## src/rtl/pwm_duty_ramp_sequencer_pkg.sv

```systemverilog
// ---------------------------------------------------------------------------
// pwm_ramp_pkg
// Shared constants, types and the duty step helper for the PWM duty ramp
// sequencer slice.
//   NUM_CH / DUTY_W / TICK_W : channel count, duty width, interval width
//   ch_state_t               : per-channel ramp state (IDLE, WAIT)
//   ch_idx_t                 : 2-bit channel index
//   ramp_next()              : one clamped step of cur toward tgt
// ---------------------------------------------------------------------------
package pwm_ramp_pkg;

   localparam int unsigned NUM_CH = 4;
   localparam int unsigned DUTY_W = 8;
   localparam int unsigned TICK_W = 16;

   typedef enum logic {IDLE, WAIT} ch_state_t;

   typedef logic [1:0] ch_idx_t;

   // Move cur toward tgt by step using a 9-bit intermediate so the result
   // saturates at tgt instead of wrapping. A zero step jumps straight to tgt.
   function automatic logic [DUTY_W-1:0] ramp_next(input logic [DUTY_W-1:0] cur,
                                                   input logic [DUTY_W-1:0] tgt,
                                                   input logic [DUTY_W-1:0] step);
      logic [DUTY_W:0] sum;
      logic [DUTY_W:0] diff;
      sum       = {1'b0, cur} + {1'b0, step};
      diff      = {1'b0, cur} - {1'b0, step};
      ramp_next = tgt;
      if (step != '0) begin
         if (cur < tgt) begin
            if (sum < {1'b0, tgt}) ramp_next = sum[DUTY_W-1:0];
         end else if (cur > tgt) begin
            // diff[DUTY_W] is the borrow: cur - step went below zero
            if (!diff[DUTY_W] && (diff[DUTY_W-1:0] > tgt)) ramp_next = diff[DUTY_W-1:0];
         end
      end
   endfunction

endpackage

```

## src/rtl/pwm_duty_ramp_sequencer_if.sv

```systemverilog
// ---------------------------------------------------------------------------
// pwm_duty_ramp_sequencer_if
// Ramp command channel from the SPI register file to the sequencer.
//   cmd_valid    : command present
//   cmd_ready    : command accepted when valid & ready
//   cmd_ch       : target channel (0=g0c0, 1=g0c1, 2=g1c0, 3=g1c1)
//   cmd_target   : final duty value
//   cmd_step     : duty change per update (0 = jump to target)
//   cmd_interval : cycles between updates (0 treated as 1)
// Modports: master (command source), slave (sequencer).
// ---------------------------------------------------------------------------
interface pwm_duty_ramp_sequencer_if;
   import pwm_ramp_pkg::*;

   logic              cmd_valid;
   logic              cmd_ready;
   ch_idx_t           cmd_ch;
   logic [DUTY_W-1:0] cmd_target;
   logic [DUTY_W-1:0] cmd_step;
   logic [TICK_W-1:0] cmd_interval;

   modport master (
      output cmd_valid, cmd_ch, cmd_target, cmd_step, cmd_interval,
      input  cmd_ready
   );

   modport slave (
      input  cmd_valid, cmd_ch, cmd_target, cmd_step, cmd_interval,
      output cmd_ready
   );

endinterface

```

## src/rtl/pwm_duty_ramp_sequencer_rr_arbiter.sv

```systemverilog
// ---------------------------------------------------------------------------
// pwm_ramp_rr_arbiter
// Four-way round-robin arbiter for the shared duty step unit.
//   clk, rst : clock, synchronous active-high reset
//   req      : per-channel update request
//   gnt      : one-hot grant (at most one bit set)
// Search starts at pointer+1; the pointer moves to the granted channel and
// holds when nothing is granted. Reset leaves the pointer at 3 so channel 0
// wins first.
// ---------------------------------------------------------------------------
module pwm_ramp_rr_arbiter
   import pwm_ramp_pkg::*;
(
   input  logic              clk,
   input  logic              rst,
   input  logic [NUM_CH-1:0] req,
   output logic [NUM_CH-1:0] gnt
);

   ch_idx_t ptr_q;
   ch_idx_t idx;
   ch_idx_t win_idx;
   logic    found;

   always_comb begin
      gnt     = '0;
      idx     = '0;
      win_idx = '0;
      found   = 1'b0;
      for (int unsigned i = 1; i <= NUM_CH; i++) begin
         idx = ptr_q + ch_idx_t'(i);
         if (!found && req[idx]) begin
            gnt[idx] = 1'b1;
            win_idx  = idx;
            found    = 1'b1;
         end
      end
   end

   always_ff @(posedge clk) begin
      if (rst) begin
         ptr_q <= ch_idx_t'(NUM_CH - 1);
      end else if (found) begin
         ptr_q <= win_idx;
      end
   end

endmodule

```

## src/rtl/pwm_duty_ramp_sequencer.sv

```systemverilog
// ---------------------------------------------------------------------------
// pwm_duty_ramp_sequencer
// Ramps the four PWM duty registers toward commanded targets, one shared
// step unit time-shared by a round-robin arbiter.
//   clk, rst         : clock, synchronous active-high reset
//   cmd_if (slave)   : ramp command channel
//   duty_out         : packed duties, channel c at [8c+7:8c]
//   busy             : per-channel ramp in progress
//   done_pulse       : one-cycle pulse when a channel reaches its target
// Optional build macro PWM_RAMP_SYNC_EN adds pwm_period_start and drives
// duty_out from shadow registers refreshed on that pulse.
// ---------------------------------------------------------------------------
module pwm_duty_ramp_sequencer
   import pwm_ramp_pkg::*;
(
   input  logic                     clk,
   input  logic                     rst,
`ifdef PWM_RAMP_SYNC_EN
   input  logic                     pwm_period_start,
`endif
   pwm_duty_ramp_sequencer_if.slave cmd_if,
   output logic [NUM_CH*DUTY_W-1:0] duty_out,
   output logic [NUM_CH-1:0]        busy,
   output logic [NUM_CH-1:0]        done_pulse
);

   ch_state_t         state_q  [NUM_CH];
   logic [DUTY_W-1:0] duty_q   [NUM_CH];
   logic [DUTY_W-1:0] tgt_q    [NUM_CH];
   logic [DUTY_W-1:0] step_q   [NUM_CH];
   logic [TICK_W-1:0] reload_q [NUM_CH];
   logic [TICK_W-1:0] cnt_q    [NUM_CH];

   logic [NUM_CH-1:0] req;
   logic [NUM_CH-1:0] gnt;
   ch_idx_t           gnt_idx;
   logic [DUTY_W-1:0] step_next;
   logic              accept;
   logic [TICK_W-1:0] cmd_reload;

   assign cmd_if.cmd_ready = ~rst;
   assign accept           = cmd_if.cmd_valid & cmd_if.cmd_ready;
   assign cmd_reload       = (cmd_if.cmd_interval == '0) ? '0
                                                         : cmd_if.cmd_interval - TICK_W'(1);

   always_comb begin
      req  = '0;
      busy = '0;
      for (int unsigned c = 0; c < NUM_CH; c++) begin
         req[c]  = (state_q[c] == WAIT) && (cnt_q[c] == '0);
         busy[c] = (state_q[c] == WAIT);
      end
   end

   pwm_ramp_rr_arbiter u_arb (
      .clk (clk),
      .rst (rst),
      .req (req),
      .gnt (gnt)
   );

   always_comb begin
      gnt_idx = '0;
      for (int unsigned c = 0; c < NUM_CH; c++) begin
         if (gnt[c]) gnt_idx = ch_idx_t'(c);
      end
   end

   assign step_next = ramp_next(duty_q[gnt_idx], tgt_q[gnt_idx], step_q[gnt_idx]);

   always_ff @(posedge clk) begin
      if (rst) begin
         done_pulse <= '0;
         for (int unsigned c = 0; c < NUM_CH; c++) begin
            state_q[c]  <= IDLE;
            duty_q[c]   <= '0;
            tgt_q[c]    <= '0;
            step_q[c]   <= '0;
            reload_q[c] <= '0;
            cnt_q[c]    <= '0;
         end
      end else begin
         done_pulse <= '0;
         for (int unsigned c = 0; c < NUM_CH; c++) begin
            // A new command takes priority over a same-cycle grant; the step
            // result for that channel is dropped.
            if (accept && (cmd_if.cmd_ch == ch_idx_t'(c))) begin
               tgt_q[c]    <= cmd_if.cmd_target;
               step_q[c]   <= cmd_if.cmd_step;
               reload_q[c] <= cmd_reload;
               cnt_q[c]    <= cmd_reload;
               if (cmd_if.cmd_target == duty_q[c]) begin
                  state_q[c]    <= IDLE;
                  done_pulse[c] <= 1'b1;
               end else begin
                  state_q[c] <= WAIT;
               end
            end else if (gnt[c]) begin
               duty_q[c] <= step_next;
               if (step_next == tgt_q[c]) begin
                  state_q[c]    <= IDLE;
                  done_pulse[c] <= 1'b1;
               end else begin
                  cnt_q[c] <= reload_q[c];
               end
            end else if ((state_q[c] == WAIT) && (cnt_q[c] != '0)) begin
               cnt_q[c] <= cnt_q[c] - TICK_W'(1);
            end
         end
      end
   end

`ifdef PWM_RAMP_SYNC_EN
   logic [DUTY_W-1:0] shadow_q [NUM_CH];

   always_ff @(posedge clk) begin
      if (rst) begin
         for (int unsigned c = 0; c < NUM_CH; c++) shadow_q[c] <= '0;
      end else if (pwm_period_start) begin
         for (int unsigned c = 0; c < NUM_CH; c++) shadow_q[c] <= duty_q[c];
      end
   end

   always_comb begin
      duty_out = '0;
      for (int unsigned c = 0; c < NUM_CH; c++) duty_out[c*DUTY_W +: DUTY_W] = shadow_q[c];
   end
`else
   always_comb begin
      duty_out = '0;
      for (int unsigned c = 0; c < NUM_CH; c++) duty_out[c*DUTY_W +: DUTY_W] = duty_q[c];
   end
`endif

endmodule

```

## src/flat_wrapper.sv

```systemverilog
// flat-port wrapper written by rule: the top's interface ports become plain ports
module pwm_duty_ramp_sequencer_flat import pwm_ramp_pkg::*;
  (clk, rst, duty_out, busy, done_pulse, cmd_if_cmd_valid, cmd_if_cmd_ch, cmd_if_cmd_target, cmd_if_cmd_step, cmd_if_cmd_interval, cmd_if_cmd_ready);
  pwm_duty_ramp_sequencer_if cmd_if_i ();
  input  logic clk;
  input  logic rst;
  output logic [NUM_CH*DUTY_W-1:0] duty_out;
  output logic [NUM_CH-1:0] busy;
  output logic [NUM_CH-1:0] done_pulse;
  input wire logic [$bits(cmd_if_i.cmd_valid)-1:0] cmd_if_cmd_valid;
  input wire logic [$bits(cmd_if_i.cmd_ch)-1:0] cmd_if_cmd_ch;
  input wire logic [$bits(cmd_if_i.cmd_target)-1:0] cmd_if_cmd_target;
  input wire logic [$bits(cmd_if_i.cmd_step)-1:0] cmd_if_cmd_step;
  input wire logic [$bits(cmd_if_i.cmd_interval)-1:0] cmd_if_cmd_interval;
  output wire logic [$bits(cmd_if_i.cmd_ready)-1:0] cmd_if_cmd_ready;
  assign cmd_if_i.cmd_valid = cmd_if_cmd_valid;
  assign cmd_if_i.cmd_ch = cmd_if_cmd_ch;
  assign cmd_if_i.cmd_target = cmd_if_cmd_target;
  assign cmd_if_i.cmd_step = cmd_if_cmd_step;
  assign cmd_if_i.cmd_interval = cmd_if_cmd_interval;
  assign cmd_if_cmd_ready = cmd_if_i.cmd_ready;
  pwm_duty_ramp_sequencer u_core (.clk(clk), .rst(rst), .cmd_if(cmd_if_i), .duty_out(duty_out), .busy(busy), .done_pulse(done_pulse));
endmodule
```

## config.mk

```make
export PLATFORM = sky130hd
export DESIGN_NAME = pwm_duty_ramp_sequencer_flat
export DESIGN_NICKNAME = d
export VERILOG_FILES = /design/src/rtl/pwm_duty_ramp_sequencer_pkg.sv /design/src/rtl/pwm_duty_ramp_sequencer_if.sv /design/src/rtl/pwm_duty_ramp_sequencer_rr_arbiter.sv /design/src/rtl/pwm_duty_ramp_sequencer.sv /design/src/flat_wrapper.sv
export SDC_FILE = /design/constraint.sdc
export NUM_CORES = 1
export LEC_CHECK = 0
export ABC_AREA = 1
export BUFFER_PORTS_ARGS = -buffer_cell sky130_fd_sc_hd__buf_4
export CORE_MARGIN = 2
export CORE_UTILIZATION = 55
export CTS_BUF_LIST = sky130_fd_sc_hd__clkbuf_4
export DETAILED_ROUTE_END_ITERATION = 10
export PLACE_DENSITY = 0.83
export SYNTH_ARGS = -nofsm -noshare
export SYNTH_HDL_FRONTEND = slang
export SYNTH_SLANG_ARGS = --single-unit
```

## constraint.sdc

```tcl
create_clock -name clk -period 11.8 [get_ports clk]
set_input_delay 2.36 -clock clk [delete_from_list [all_inputs] [get_ports clk]]
set_output_delay 2.36 -clock clk [all_outputs]
set_load 0.02 [all_outputs]
```

---- Yosys cells after proc, flatten, opt, wreduce, memory -nomap -nowiden ----
Memories as Yosys holds them, arrays and structs flattened.
Index checks and enable logic that the tools add are counted.
W data, S select, Z words.
word-level totals
  output and inout port bits .............. 41
  logic and storage cells ................. 325
  bits of input ports ..................... 37
  memory bits (writable) .................. 228
  bits in registers ....................... 6
  memories kept ........................... 6
memories
  name             depth  width  read ports  clocked after memory_dff  wr ports  RTL line                       text
  u_core.cnt_q     4      16     4           0                         4         pwm_duty_ramp_sequencer.sv:32  logic [TICK_W-1:0] cnt_q [NUM_CH];
  u_core.reload_q  4      16     4           0                         4         pwm_duty_ramp_sequencer.sv:31  logic [TICK_W-1:0] reload_q [NUM_CH];
  u_core.duty_q    4      8      5           0                         4         pwm_duty_ramp_sequencer.sv:28  logic [DUTY_W-1:0] duty_q [NUM_CH];
  u_core.step_q    4      8      1           0                         4         pwm_duty_ramp_sequencer.sv:30  logic [DUTY_W-1:0] step_q [NUM_CH];
  u_core.tgt_q     4      8      5           0                         4         pwm_duty_ramp_sequencer.sv:29  logic [DUTY_W-1:0] tgt_q [NUM_CH];
  u_core.state_q   4      1      4           0                         4         pwm_duty_ramp_sequencer.sv:27  ch_state_t state_q [NUM_CH];
cells by class
  muxes and demuxes ....................... 202
  reductions and logical operators ........ 36
  add/sub/neg operators ................... 10
  equal/unequal tests ..................... 11
  $lt $le $gt $ge ......................... 12
  bitwise logic cells ..................... 46
operators by type and width
  operator                 number
  $mux W16                 17
  $mux W1                  151
  $mux W8                  17
  $logic_not A16 Y1        5
  $sub A16 B1 Y16 const B  5
  $eq A8 B8 Y1             8
  $reduce_bool A16 Y1      4
  $or A1 B1 Y1             40
  $logic_and A1 B1 Y1      20
  $gt A8 B8 Y1             2
  $mux W4                  4
  $lt A2 B3 Y1 const B     4
  $or A4 B4 Y4             3
  $mux W2                  5
  $add A8 B8 Y9            1
  $lt A9 B8 Y1             1
  $sub A8 B8 Y9            1
  $bmux W1 S2              4
  $demux W1 S2             4
  $ge A2 B1 Y1 const B     4
  $lt A8 B8 Y1             1
  $reduce_bool A8 Y1       1
  $add A2 B2 Y2 const B    2
  $eq A2 B2 Y1 const B     2
  7 further kinds          11

---- Logic depth before layout (Yosys ltp) ----
An unclocked memory read counts as a cell.
  word-level depth ........................ 34
  gate-level depth with buffers ........... 57
  gate-level depth less buffers ........... 54

---- Cells and area by module ----
A second synthesis with hierarchy kept.
unflattened totals
  cells, all modules ...................... 1919
  area total of the unflattened synthesis .. 15413.5 um^2
by module, submodules not included
  module                   sequential area each (um^2)  area each (um^2)  instances  cells each
  pwm_duty_ramp_sequencer  6926.6                       14826.7           1          1836
  pwm_ramp_rr_arbiter      40.0                         586.8             1          83

---- Least setup slack after synthesis ----
Ideal clock, no wire load.
  path type ............................... reg2reg
  from .................................... register u_core.u_arb.ptr_q[0]
  to ...................................... memory u_core.cnt_q[1][0], enable pin
  setup time .............................. 453 ps
  stages on the path, launching flop included .. 49
  path slack .............................. 4736 ps
  arrival time ............................ 6610 ps
  period minus slack after synthesis ...... 7064 ps
  buffers on the path ..................... 7
  cell sequence ........................... dfxtp_1 buf_2 inv_2 ha_1 inv_1 nand3_1 nand2_2 nor2_4 nand3_4 nor2_4 nor2_8 buf_6 buf_6 inv_2 buf_6 o221ai_1 nand2_1 inv_1 [13 not listed] inv_1 clkbuf_1 a21oi_1 o21ai_1 inv_1 nor2_1 nand2_1 nand2_2 nand2_1 nand2_1 inv_1 nand2_1 nor2_4 nand2_4 nand2_4 buf_6 buf_8 nand4_1
RTL lines
  item                    RTL line                                  text
  from (decl)             pwm_duty_ramp_sequencer_rr_arbiter.sv:20  ch_idx_t ptr_q;
  from (signal assigned)  pwm_duty_ramp_sequencer_rr_arbiter.sv:42  ptr_q <= ch_idx_t'(NUM_CH - 1);
  from (signal assigned)  pwm_duty_ramp_sequencer_rr_arbiter.sv:44  ptr_q <= win_idx;
  to (decl)               pwm_duty_ramp_sequencer.sv:32

==> impl_metrics.csv <==
group,metric,value,unit
run_status,outcome,"finished, final reports clean",
timing,whs,0.5707,ns
final_layout,layout_commonest_cell,"nand2_1",
global_route,gr-total-overflow,0,
synth,synthCells,1995,
drt,postRouteAntennaNets,0,
clocking,cts-resized-gates,0,
timing,final-max-slew-violation-count,0,
timing,max_freq,0.1067,GHz
synth,ys_types,53,
final_layout,mostFrequentLayoutCells,"491 x nand2_1, 306 x nor2_1, 258 x inv_1, 228 x edfxtp_1, 138 x nand3_1",
clocking,cts_inserted_buffers,61,
clocking,htree_levels,2,
drt,met3_wirelength,5673,microns
clocking,clkTransAtPathRegs,0.07,ns
synth,netlist_area,0.01583,sq mm
synth,synth_ff_type,"edfxtp_1",
drt,drc,0,
clocking,root_buffer,"clkbuf_4",
drt,via_count,14340,
synth,syn-mean-instance-area,7.932,sq um
worst_hold_path,hold_class,"reg2reg",
setup_path,critPathMostFrequentCell,"nand2_1",
timing,maxSlewHeadroom,11.97,%
synth,ys_ff_latch,234,
drt,met2_length,19390,microns
final_layout,nets,2197,
setup_path,arrival,9.62,ns
timing,fin_crit_sh,79.44,%
clocking,clockBufferDepth,3,
global_route,grt_pass1_wl,70370,microns
global_route,grt_max_degree,41,
setup_path,start_kind,"flop",
floorplanning,die_area,0.03015,sq mm
synth,synth-edff-count,228,
final_layout,drive_above_1_share,14.56,%
timing,setup-tns-final,0,ns
timing,tightest_slew,1.307,ns
synth,yosysSeqAreaShare,44.02,%
setup_path,slowest_delay,0.87,ns
synth,syn-num-nets,2090,
floorplanning,core,0.02855,sq mm
global_route,antenna_found_initial,1,
floorplanning,core.rowCount,62,
final_layout,ff_latch_area,0.006967,sq mm
placed_design,io_buffer_count,77,
final_layout,multi_input_area,0.007487,sq mm
floorplanning,die_h,173.6,microns
final_layout,fillers,2477,
timing,fin_skew,0.07179,ns
clocking,insertion_delay,0.74,ns
worst_hold_path,hold_depth,2,
final_layout,area.growth.synth_to_final,10.47,%
setup_path,critPathMaxFanout,22,
placed_design,dp_hpwl,33510,microns
setup_path,endpoint_kind,"flop",
drt,drt-met1-wl,18460,microns
timing,finalHoldViolations,0,
timing,setup_viol,0,
setup_path,cp_top_family,"simple AND/OR/NAND/NOR gates",
timing,min_period,9.374,ns
floorplanning,ios,78,
global_route,track_usage,29.69,%
global_route,grt_pass1_vias,13380,
setup_path,crit_buf_inv,5,
setup_path,critical_path_required,12.05,ns
placed_design,place.gp.congestion,0.9423,
timing,rsz0062_at_grt,"no",
setup_path,slowest_stage,"nor3_1",
drt,routed_wl,45200,microns
clocking,cts_tree,"done",
drt,viasPerCell,5.657,
clocking,cts_hold_buf,0,
floorplanning,initial_core_util,55.43,%
drt,dr.pass1.iters,6,
drt,wl_per_cell,17.83,microns
clocking,clock-sinks,234,
setup_path,path_class,"reg2reg",
flow_run,drv_cap,0,
synth,ys_warn_count,0,
synth,synthArstFlopShare,0,%
setup_path,cp.depth,37,
drt,drtIter0Drc,1826,
floorplanning,die_w,173.6,microns
drt,top_layer,"met4",
setup_path,reg2regPathDepth,37,
clocking,cts_setup_buffers,0,
## metal layers
metal  up-vias  track usage, %
met4         0           12.36
met1      6596           41.40
met5         -               0
li1       6755               -
met3       128           7.281
met2       862           44.53
## final timing paths
path | start | to | slack, ns
max | u_core.u_arb.ptr_q[0]$_SDFFE_PP1P_ | u_core.cnt_q[3][14]$_DFFE_PP_ | 2.43
min | u_core.reload_q[0][61]$_DFFE_PP_ | u_core.cnt_q[3][13]$_DFFE_PP_ | 0.57
max reg2reg | u_core.u_arb.ptr_q[0]$_SDFFE_PP1P_ | u_core.cnt_q[3][14]$_DFFE_PP_ | 2.43
min reg2reg | u_core.reload_q[0][61]$_DFFE_PP_ | u_core.cnt_q[3][13]$_DFFE_PP_ | 0.57
## layout make-up
| cell class | instances | share of cell area (%) |
|---|---|---|
| Clock buffer | 91 | 3.908 |
| Tap cell | 384 | 2.748 |
| Clock inverter | 20 | 0.6441 |
| Inverter | 282 | 6.055 |
| Timing Repair Buffer | 92 | 3.951 |
| Antenna cell | 1 | 0.01431 |
| Sequential cell | 234 | 39.85 |
| Multi-Input combinational cell | 1431 | 42.83 |
## cell usage after synthesis (26+ instances only)
| cell | number | area share (%) |
|---|---|---|
| a21oi_1 | 63 | 2.0 |
| edfxtp_1 | 228 | 43 |
| ha_1 | 56 | 4.4 |
| inv_1 | 258 | 6.1 |
| nand2_1 | 491 | 12 |
| nand2_2 | 34 | 1.3 |
| nand3_1 | 138 | 4.4 |
| nand3b_1 | 27 | 1.3 |
| nand4_1 | 39 | 1.5 |
| nor2_1 | 306 | 7.3 |
| o21ai_0 | 39 | 1.2 |
| o21ai_1 | 28 | 0.89 |
| xnor2_1 | 26 | 1.4 |
| xor2_1 | 46 | 2.5 |
## registers in the layout, summed over array words and instances, names as in the netlist
name and count:
u_core.cnt_q 64, u_core.reload_q 64, u_core.duty_q 32, u_core.step_q 32, u_core.tgt_q 32, u_core.done_pulse 4, u_core.state_q 4, u_core.u_arb.ptr_q 2
## worst reg2reg max path, delay by kind of cell (launching register included)
family                     cells  cell delay [ns]
AOI/OAI and AO/OA              6             0.80
DFF                            1             0.58
and+or+nand+nor               20             4.75
xor gates and xnor gates       2             0.30
buffers and inverters          5             1.10
adders and majority gates      4             1.35
## metrics by stage
step,util (%),instance area (sq um),cells,worst slack (ns)
6_report,61.24,17480,2535,2.426
4_1_cts,61.23,17480,2534,2.651
2_1_floorplan,-,15830,1995,4.736
3_5_place_dp,58.44,16680,2423,2.688
5_1_grt,61.24,17480,2535,1.665
3_3_place_gp,58.44,16680,2423,2.951
## kinds of logic after synthesis
logic type               share of synthesized area (%)
AND/OR/NAND/NOR                                  32.51
buffers and inverters                            8.665
flip-flops                                       44.02
AO/OA/AOI/OAI                                    6.135
XOR/XNOR                                         3.985
adder cells (fa/ha/maj)                          4.681
Power is left out: the tool's default activity adds up to more than one toggle a clock period on the data nets, which glitch-free logic cannot reach.
